`src/rtl/hazard_scoreboard.sv`:
```
// Countdown scoreboard hazard unit for the five-stage core: tracks pending writes per
// register and stalls ID consumers (EX operands or branch comparator) until results are usable.
module hazard_scoreboard #(
   parameter int NREG       = 32,
   parameter int REG_W      = 5,
   parameter int CNT_W      = 3,
   parameter int ALU_EX_LAT = 0,
   parameter int ALU_ID_LAT = 1,
   parameter int LD_EX_LAT  = 1,
   parameter int LD_ID_LAT  = 2,
   parameter int MUL_LAT    = 4
) (
   input  logic             clk,
   input  logic             rst_n,
   input  logic             id_valid,
   input  logic [REG_W-1:0] id_rs,
   input  logic [REG_W-1:0] id_rt,
   input  logic             id_use_rs,
   input  logic             id_use_rt,
   input  logic             id_is_branch,
   input  logic             id_wr_en,
   input  logic [REG_W-1:0] id_wr_reg,
   input  logic [1:0]       id_wr_class,
   input  logic             pipe_freeze,
   input  logic             branch_taken,
   output logic             pc_write,
   output logic             if_id_write,
   output logic             id_ex_bubble,
   output logic             if_id_flush,
   output logic             busy,
   output logic [31:0]      stall_count
);

   logic [CNT_W-1:0] cnt_ex [NREG];
   logic [CNT_W-1:0] cnt_id [NREG];
   logic [CNT_W-1:0] lat_ex;
   logic [CNT_W-1:0] lat_id;
   logic             rs_pending;
   logic             rt_pending;
   logic             hazard;
   logic             issue;

   function automatic logic [CNT_W-1:0] dec_sat(input logic [CNT_W-1:0] c);
      return (c != '0) ? c - 1'b1 : '0;
   endfunction

   function automatic logic [CNT_W-1:0] max_cnt(input logic [CNT_W-1:0] a,
                                               input logic [CNT_W-1:0] b);
      return (a > b) ? a : b;
   endfunction

   always_comb begin
      lat_ex = CNT_W'(MUL_LAT);
      lat_id = CNT_W'(MUL_LAT);
      case (id_wr_class)
         2'd0: begin
            lat_ex = CNT_W'(ALU_EX_LAT);
            lat_id = CNT_W'(ALU_ID_LAT);
         end
         2'd1: begin
            lat_ex = CNT_W'(LD_EX_LAT);
            lat_id = CNT_W'(LD_ID_LAT);
         end
         default: ;
      endcase
   end

   // Branch sources resolve in ID, so they wait on the longer ID-side countdown.
   always_comb begin
      rs_pending = id_is_branch ? (cnt_id[id_rs] != '0) : (cnt_ex[id_rs] != '0);
      rt_pending = id_is_branch ? (cnt_id[id_rt] != '0) : (cnt_ex[id_rt] != '0);
      hazard     = id_valid & ((id_use_rs & rs_pending) | (id_use_rt & rt_pending));
      issue      = id_valid & ~hazard & ~pipe_freeze;
   end

   always_comb begin
      pc_write     = 1'b1;
      if_id_write  = 1'b1;
      id_ex_bubble = 1'b0;
      if_id_flush  = 1'b0;
      if (!rst_n) begin
         pc_write    = 1'b1;
         if_id_write = 1'b1;
      end else if (pipe_freeze) begin
         pc_write    = 1'b0;
         if_id_write = 1'b0;
      end else if (hazard) begin
         pc_write     = 1'b0;
         if_id_write  = 1'b0;
         id_ex_bubble = 1'b1;
      end else begin
         if_id_flush = branch_taken;
      end
   end

   // Entry 0 is only ever cleared, so $0 can never report a pending write.
   always_ff @(posedge clk or negedge rst_n) begin
      if (!rst_n) begin
         for (int r = 0; r < NREG; r++) begin
            cnt_ex[r] <= '0;
            cnt_id[r] <= '0;
         end
      end else if (!pipe_freeze) begin
         for (int r = 1; r < NREG; r++) begin
            if (issue && id_wr_en && id_wr_reg == REG_W'(r)) begin
               cnt_ex[r] <= max_cnt(dec_sat(cnt_ex[r]), lat_ex);
               cnt_id[r] <= max_cnt(dec_sat(cnt_id[r]), lat_id);
            end else begin
               cnt_ex[r] <= dec_sat(cnt_ex[r]);
               cnt_id[r] <= dec_sat(cnt_id[r]);
            end
         end
      end
   end

   always_ff @(posedge clk or negedge rst_n) begin
      if (!rst_n) begin
         stall_count <= '0;
      end else if (!pipe_freeze && hazard && stall_count != '1) begin
         stall_count <= stall_count + 32'd1;
      end
   end

   always_comb begin
      busy = 1'b0;
      for (int r = 0; r < NREG; r++) begin
         busy = busy | (cnt_ex[r] != '0) | (cnt_id[r] != '0);
      end
   end

endmodule

```
`config.mk`:
```
export PLATFORM = sky130hd
export DESIGN_NAME = hazard_scoreboard
export DESIGN_NICKNAME = d
export VERILOG_FILES = /design/src/rtl/hazard_scoreboard.sv
export SDC_FILE = /design/constraint.sdc
export NUM_CORES = 1
export LEC_CHECK = 0
export CORE_ASPECT_RATIO = 0.5
export CORE_MARGIN = 2
export CORE_UTILIZATION = 55
export CTS_CLUSTER_DIAMETER = 120
export DETAILED_ROUTE_END_ITERATION = 10
export PLACE_DENSITY = 0.69
export SLEW_MARGIN = 20
export SYNTH_ARGS = -nofsm -noshare
export SYNTH_HDL_FRONTEND = slang
export SYNTH_SLANG_ARGS = --single-unit
```
`constraint.sdc`:
```
create_clock -name clk -period 4.4 [get_ports clk]
set_input_delay 0.66 -clock clk [delete_from_list [all_inputs] [get_ports clk]]
set_output_delay 0.66 -clock clk [all_outputs]
set_load 0.01 [all_outputs]
```
Word level (Yosys, flattened, before mapping)
Cells that the tools add are included.
{"block": "totals", "register_bits": 218, "in_bits": 26}
{"block": "classes", "add_sub_neg": 63, "n_lt_le_gt_ge": 64, "n_eq_ne": 33, "muxes": 211, "bitwise_logic": 73, "reduce_logical": 104}
{"operator": "$mux 3", "n": 194}
{"operator": "$reduce_bool 3->1", "n": 68}
{"operator": "$gt 3x3->1", "n": 62}
{"operator": "$sub 3x1->3 const B", "n": 62}
{"operator": "$eq 5x5->1 const B", "n": 16}
{"operator": "$or 1x1->1", "n": 64}
{"operator": "$bmux 3 s5", "n": 4}
{"operator": "$eq 5x4->1 const B", "n": 8}
{"operator": "$logic_and 1x1->1", "n": 34}
{"operator": "$add 32x1->32 const B", "n": 1}
{"operator": "$ne 32x32->1 const B", "n": 1}
{"operator": "$eq 5x3->1 const B", "n": 4}
{"operator": "$ge 6x6->1 const B", "n": 2}
{"operator": "$not 5->6", "n": 2}
{"operator": "$pmux 3 s2", "n": 2}
{"operator": "$mux 1", "n": 11}
{"operator": "$eq 5x2->1 const B", "n": 2}
{"operator": "$and 1x1->1", "n": 5}
{"operator": "$eq 5x1->1 const B", "n": 1}
{"operator": "$eq 2x1->1 const B", "n": 1}
{"operator": "$logic_not 2->1", "n": 1}
{"operator": "$not 1->1", "n": 2}
{"operator": "$logic_not 1->1", "n": 1}

Logic depth before layout (Yosys ltp)
Gate-level depths: netlist of run 1.
{"block": "depth", "word_depth": 64, "depth_mapped": 16, "mapped_depth_nobuf": 11}

Worst setup path after synthesis of run 1
No wires, ideal clock.
{"block": "synth_timing", "path_type": "input-to-reg", "start": "input port id_wr_class[1]", "end": "register cnt_id[23] (netlist bit)", "setup_ns": 0.118, "t_arrival_ns": 4.080, "t_required_ns": 4.282, "slack_ns": 0.202, "cell_stages": 8, "n_path_buf": 1, "cell_sequence": "inv_1 > clkbuf_1 > ha_1 > a21oi_1 > a31oi_1 > or4_4 > mux2_4 > a21o_1"}
{"block": "synth_via", "elab_chain_len": 5, "word_cells_on_any_way": 6, "classes_between": "order compare: 1; eq/ne: 1; mux: 3; reduce/logical: 1"}
{"item": "start: declaration", "line": "23", "rtl": "input logic [1:0] id_wr_class,"}
{"item": "$eq 2x1->1 / $logic_not 2->1 (equally long branches)", "line": "55", "rtl": "case (id_wr_class)"}
{"item": "$pmux 3 s2 *", "line": "55"}
{"item": "$gt 3x3->1", "line": "49", "rtl": "return (a > b) ? a : b;"}
{"item": "$mux 3 *", "line": "49"}
{"item": "$mux 3 *", "line": "105", "rtl": "if (issue && id_wr_en && id_wr_reg == REG_W'(r)) begin"}
{"item": "end signal: indexed assignment", "line": "107", "rtl": "cnt_id[r] <= max_cnt(dec_sat(cnt_id[r]), lat_id);"}
{"item": "end signal: indexed assignment", "line": "110", "rtl": "cnt_id[r] <= dec_sat(cnt_id[r]);"}
{"item": "end: declaration", "line": "35", "rtl": "logic [CNT_W-1:0] cnt_id [NREG];"}
Mark *: on every way between the ends. The rest lies on a longest branch, timed or not.
A chain may end at the register's enable or synchronous reset.

Worst setup path in the final report of run 1
{"block": "layout_timing", "start": "register cnt_ex[27] (netlist bit)", "end": "output port pc_write"}
{"block": "layout_via", "elab_chain_len": 11, "word_cells_on_any_way": 17, "classes_between": "mux: 11; bitwise: 4; reduce/logical: 2"}
{"item": "start: declaration", "line": "34", "rtl": "logic [CNT_W-1:0] cnt_ex [NREG];"}
{"item": "start signal: indexed assignment", "line": "106", "rtl": "cnt_ex[r] <= max_cnt(dec_sat(cnt_ex[r]), lat_ex);"}
{"item": "start signal: indexed assignment", "line": "109", "rtl": "cnt_ex[r] <= dec_sat(cnt_ex[r]);"}
{"item": "$bmux 3 s5 (on tied branches)", "line": "70, 71"}
{"item": "$mux 3 (on tied branches) (2 in series)", "line": "70, 71"}
{"item": "$reduce_bool 3->1 (on tied branches)", "line": "70, 71"}
{"item": "$mux 1 (on tied branches)", "line": "70, 71"}
{"item": "$and 1x1->1", "line": "72", "rtl": "hazard = id_valid & ((id_use_rs & rs_pending) | (id_use_rt & rt_pending));"}
{"item": "$or 1x1->1 *", "line": "72"}
{"item": "$and 1x1->1 *", "line": "72"}
{"item": "$mux 1 *", "line": "87", "rtl": "end else if (hazard) begin"}
{"item": "$mux 1 *", "line": "84", "rtl": "end else if (pipe_freeze) begin"}
{"item": "$mux 1 *", "line": "81", "rtl": "if (!rst_n) begin"}
{"item": "end: declaration", "line": "26", "rtl": "output logic pc_write,"}
Mark *: on every way between the ends. The rest lies on a longest branch, timed or not. The select of a mux whose other input is x is not followed.

==> impl_metrics.py, run 1 <==
metrics = {
    "drt": {
        "first_pass_iters": 6,
        "drc_errors": 0,
        "drt_first_iter_violations": 1594,
        "wl_per_cell_um": 20.8,
        "wl_um": 55300,
        "vias_per_cell": 6.36,
        "final_antenna_net_count": 0,
        "vias": 16900,
    },
    "synth": {
        "synth_compound_area_share_pct": 22.2,
        "yosys.area_share.adder_pct": 11.2,
        "muxShareOfSynthArea_pct": 3.90,
        "avgSynthCellArea_um2": 8.21,
        "synth_area_leaders": "dfrtp_1, ha_1, nand2_1",
        "yosysMostFrequentCell": "nand2_1",
        "synth_top_family_by_area": "simple AND/OR/NAND/NOR gates",
        "yosys-top-cells-count": "nand2_1, dfrtp_1, nor2_1",
        "synth_area_leader_cell": "dfrtp_1",
        "syn_inst": 2126,
        "synth_area_um2": 17500,
        "yosysWarningCount": 6,
        "synthFlopType": "dfrtp_1",
        "yosys.area_share.simple_pct": 26.5,
        "seq_area_frac_synth_pct": 31.2,
        "ys_ff_latch": 218,
        "synth-xor-area-share_pct": 1.50,
        "synth_edf_count": 0,
        "synth_cell_types": 76,
        "synthesis.nets": 2308,
        "yosys.area.top_type_share_pct": 31.2,
        "async_flop_share_pct": 100,
    },
    "clock_tree": {
        "clk_path_buf_depth": 3,
        "clkLatencyLatePin_ns": 0.56,
        "cts.htree.levels": 1,
        "cts-root-buf": "clkbuf_16",
        "cts_buffers": 23,
        "path_clk_slew_ns": 0.07,
        "numClockSinks": 218,
        "cts_tree": "done",
    },
    "cells_and_area": {
        "layout-drive-gt1-share_pct": 8.86,
        "regArea_um2": 5460,
        "multi_input_area_um2": 11500,
        "fin_nets": 2390,
        "num_antenna_cells": 0,
        "finalNonFillerCells": 2656,
        "postLayoutCoreUtil_pct": 63.0,
        "fillers": 2757,
        "syn_to_final_growth_pct": 13.6,
        "design_area_um2": 19800,
    },
    "floorplan": {
        "fp.coreArea_um2": 31500,
        "ios": 63,
        "die_w_um": 256,
        "core.rowCount": 46,
        "die_h_um": 130,
        "initial_core_util_pct": 55.5,
        "die_area_um2": 33300,
    },
    "sta": {
        "tightest_slew_ns": 1.10,
        "fin_crit_sh_pct": 98.6,
        "setup_ws_ns": 0.0635,
        "rsz0062_at_grt": "true",
        "skew_ns": 0.0244,
        "hold_ws_ns": 0.495,
        "hold_violations": 0,
        "finalCriticalPeriod_ns": 4.34,
        "fmax_mhz": 231,
        "finalSetupViolations": 0,
        "finalMaxSlewViolations": 0,
        "slew_headroom_pct": 26.5,
    },
    "power_and_ir_drop": {
        "ir_drop_uv": 298,
        "power.leakage_nw": 8.43,
        "p_per_area_nw_per_um2": 246,
    },
    "run_status": {
        "status": "finished clean",
    },
    "global_route": {
        "grt_overflow": 0,
        "grt_pass1_vias": 15200,
        "grt_max_degree": 208,
        "grt_use_total_pct": 32.9,
        "grt_antenna_before_repair": 0,
        "grt_pass1_wl_um": 86300,
    },
    "place": {
        "preCtsSetupSlack_ns": -0.0249,
        "post_dp_cell_area_um2": 19000,
        "dp_cells": 2611,
        "hpwlAfterDp_um": 38500,
        "gp_congestion": 0.981,
        "io_buffers": 61,
    },
    "flow_run": {
        "drv_cap": 0,
    },
    "min_path": {
        "hold_path_class": "reg2reg",
        "hold_depth": 1,
    },
    "setup_path": {
        "r2r_cells": 11,
        "start_kind": "register",
        "end_kind": "output pin",
        "worstPathRequired_ns": 3.74,
        "cp_max_fo": 7,
        "arrival_ns": 3.68,
        "crit_type": "reg2out",
    },
}
## through the flow
| stage | power, mW | setup TNS [ns] |
|---|---|---|
| 6_report | 4.88 | 0 |
| 5_1_grt | 5.05 | -0.0192 |
| 4_1_cts | 4.90 | 0 |
| 3_5_place_dp | 2.88 | -0.0249 |
| 3_3_place_gp | 2.87 | -0.00896 |
| 2_1_floorplan | 2.53 | 0 |
## cells by family (layout without fill, tap and decap cells)
| logic type | after synthesis | count (layout) |
|---|---|---|
| simple gates | 965 | 965 |
| compound gates | 565 | 565 |
| flops | 218 | 218 |
| fa+ha+maj | 156 | 156 |
| buf+inv | 138 | 236 |
| mux | 53 | 53 |
| xor+xnor | 30 | 30 |
| other cells | 1 | 1 |
## cell usage in the layout, fill, tap and decap left out, drive strengths merged, types with 34 or more instances in the layout
cell type,Yosys,routed
nand2,358,358
dfrtp,218,218
nor2,178,178
ha,156,156
a21oi,116,116
buf,31,102
o211ai,79,79
nor3,78,78
nand3,64,64
o21ai,64,64
o21bai,62,62
nor2b,61,61
clkdlybuf4s50,0,56
a31oi,51,51
o21a,47,47
nand4,47,47
clkbuf,74,37
mux2i,35,35
nor4,34,34
## metal layers
| layer | routed length, um | global-route usage (%) |
|---|---|---|
| met1 | 25400 | 47.6 |
| met2 | 23400 | 49.9 |
| met3 | 4960 | 6.66 |
| met4 | 1630 | 10.2 |
| met5 | 0 | 0 |
## final cells by class
type | instances | area share [%]
clock buffer | 37 | 3.57
clock inverter | 4 | 0.195
inverter | 33 | 0.650
multi-input combinational | 1770 | 57.9
sequential | 218 | 27.5
tap | 432 | 2.72
timing repair buffer | 162 | 7.50
## critical path: stages (launching register included)
cell and delay [ns]:
dfrtp_1 0.45, nor3_1 0.59, a22o_1 0.25, nor4_1 0.05, or4_1 0.53, nand4_1 0.14
or2_2 0.17, nand2_2 0.11, a21o_1 0.21, nand2_1 0.08, clkdlybuf4s50_1 0.53
## final timing paths
| check | startpoint | to | slack, ns |
|---|---|---|---|
| max in group asynchronous | rst_n | cnt_ex[1] | 2.62 |
| worst max-delay path | cnt_ex[27] | pc_write | 0.06 |
| min in group asynchronous | rst_n | cnt_ex[62] | 0.57 |
| worst min-delay path | stall_count[28] | stall_count[28] | 0.50 |
| worst min register to register | stall_count[28] | stall_count[28] | 0.50 |
| worst max register to register | cnt_ex[27] | cnt_id[77] | 0.79 |
## state kept, by name, indices dropped and copies added (netlist names)
register and cells:
cnt_ex 93, cnt_id 93, stall_count 32
## power by group
group          switching (mW)  internal [mW]
combinational           0.501          0.287
sequential             0.0418           2.03
clock                   0.912           1.11
## repair_timing
action                     4_1_cts  5_1_grt
hold endpoints to repair        31        0
hold buffers                     1        0
gates cloned                     0        0
setup endpoints to repair        1        4
gates resized for setup          2       19
buffers inserted                 0        3
pin swaps                        0        3
Note: power is estimated with default switching activity, not from simulation.
==> run 2: changes to the inputs <==
CAP_MARGIN = 15   (was unset)
clock period = 5.5 ns   (was 4.4 ns; I/O delays follow)
==> impl_metrics.py, run 2 (synthesis gave the netlist of run 1 again) <==
metrics = {
    "run_status": {
        "status": "finished clean",
    },
    "setup_path": {
        "cp.depth": 12,
        "cpLargestDelayFamily": "buffers and inverters",
        "slowest_stage": "clkdlybuf4s50_1",
        "worstPathRequired_ns": 4.68,
        "r2r_cells": 11,
        "arrival_ns": 4.14,
        "cp_max_fo": 9,
        "end_kind": "output pin",
        "max_stage_delay_ns": 0.54,
        "cp_cell_sequence": "clkdlybuf4s50_1 -> inv_2 -> buf_4 -> mux4_2 -> and3_1 -> a2111oi_0 -> a21oi_1 -> o21a_1 -> nand2_2 -> buf_4 -> and3_1 -> clkdlybuf4s50_1",
        "r2r-start": "cnt_id[0]",
        "reg2reg_slack_ns": 1.50,
        "path_buf_inv": 5,
        "rr_endpoint": "cnt_ex[26]",
        "crit_type": "in2out",
        "start_kind": "primary input",
    },
    "clock_tree": {
        "numClockSinks": 218,
        "clk_path_buf_depth": 3,
        "cts-root-buf": "clkbuf_16",
        "path_clk_slew_ns": 0.06,
        "cts_buffers": 23,
        "cts_resized": 0,
        "cts.htree.levels": 1,
        "cts_tree": "done",
        "postCtsHoldBufs": 0,
        "clkLatencyLatePin_ns": 0.56,
        "cts_setup_buffers": 0,
    },
    "cells_and_area": {
        "multi_input_area_um2": 11400,
        "layout-drive-gt1-share_pct": 5.74,
        "design_area_um2": 19200,
        "final_common_cell": "nand2_1",
        "syn_to_final_growth_pct": 10.0,
        "reg.largest.list": "cnt_ex x93, cnt_id x93, stall_count x32",
        "regArea_um2": 5460,
        "fillers": 2842,
        "layout_common_cells": "nand2_1, dfrtp_1, nor2_1, ha_1, a21oi_1",
        "postLayoutCoreUtil_pct": 61.0,
        "fin_nets": 2328,
    },
    "drt": {
        "vias_per_cell": 6.40,
        "first_pass_iters": 7,
        "wl_um": 53900,
        "drt_first_iter_violations": 1706,
        "vias": 16600,
        "wl_per_cell_um": 20.8,
        "drc_errors": 0,
        "final_antenna_net_count": 0,
    },
    "floorplan": {
        "core.rowCount": 46,
        "fp.coreArea_um2": 31500,
        "die_h_um": 130,
        "die_w_um": 256,
        "initial_core_util_pct": 55.5,
        "ios": 63,
        "die_area_um2": 33300,
    },
    "global_route": {
        "grt_max_degree": 125,
        "grt_overflow": 0,
        "grt_pass1_vias": 14700,
        "grt_pass1_wl_um": 84700,
        "grt_antenna_before_repair": 2,
        "grt_use_total_pct": 32.2,
    },
    "power_and_ir_drop": {
        "ir_drop_uv": 222,
        "power.leakage_nw": 8.06,
        "p_per_area_nw_per_um2": 198,
        "p_total_mw": 3.80,
    },
    "sta": {
        "rsz0062_at_grt": "false",
        "fin_setup_tns_ns": 0,
        "hold_violations": 0,
        "slew_headroom_pct": 31.6,
        "finalSetupViolations": 0,
        "fin_crit_sh_pct": 90.2,
        "fmax_mhz": 202,
        "finalMaxSlewViolations": 0,
        "finalCriticalPeriod_ns": 4.96,
        "tightest_slew_ns": 1.02,
        "skew_ns": 0.0102,
    },
    "place": {
        "post_dp_cell_area_um2": 18500,
        "io_buffers": 61,
        "gp_congestion": 1.01,
        "hpwlAfterDp_um": 37400,
    },
    "flow_run": {
        "drv_cap": 0,
    },
    "min_path": {
        "hold_path_class": "in2async",
    },
}
-- run 2: power breakdown --
part           switching (mW)  total, mW  internal (mW)
clock                   0.718       1.55          0.830
combinational           0.389      0.589          0.200
sequential             0.0339       1.66           1.63
total                    1.14       3.80           2.66
-- run 2: per-stage QoR --
step / instances / hold slack, ns / worst slack, ns
after detailed placement: 2553 / 0.479 / 0.605
after global routing: 2593 / 0.396 / 0.312
after floorplan: 2126 / 0.498 / 1.14
after CTS: 2593 / 0.359 / 0.590
after global placement: 2553 / 0.477 / 0.574
final: 2594 / 0.321 / 0.537
-- run 2: layout make-up --
| cell class | count | area share, % |
|---|---|---|
| diodes | 1 | 0.0130 |
| well taps | 432 | 2.81 |
| clock inverters | 7 | 0.274 |
| inverters | 33 | 0.651 |
| repair buffers | 100 | 4.89 |
| multi-input cells | 1770 | 59.6 |
| flip-flops and latches | 218 | 28.4 |
| clock buffers | 33 | 3.40 |
-- run 2: worst max-delay path by stage --
stage / startpoint / end / slack [ns]
after detailed placement: id_rs[1] / id_ex_bubble / 0.60
after floorplan: id_wr_class[1] / cnt_id[23] / 1.14
after CTS: id_rs[1] / id_ex_bubble / 0.59
final: id_rs[0] / id_ex_bubble / 0.54
after global routing: id_rs[0] / id_ex_bubble / 0.31
after global placement: id_rs[0] / if_id_flush / 0.57
-- run 2: worst register-to-register path: cells and delay by family, from the launching register on --
family	cells	cell delay, ns
compound gates	3	0.86
buf+inv	2	0.42
flops	1	0.42
mux	1	0.27
simple gates	5	1.95
-- run 2: metal layers --
metal | track usage, % | share of wire (%) | up-vias
met5 | 0 | 0 | -
met4 | 10.1 | 3.2 | 0
met3 | 6.68 | 9.0 | 127
met2 | 48.1 | 41 | 630
met1 | 47.0 | 47 | 7936
li1 | - | - | 7911
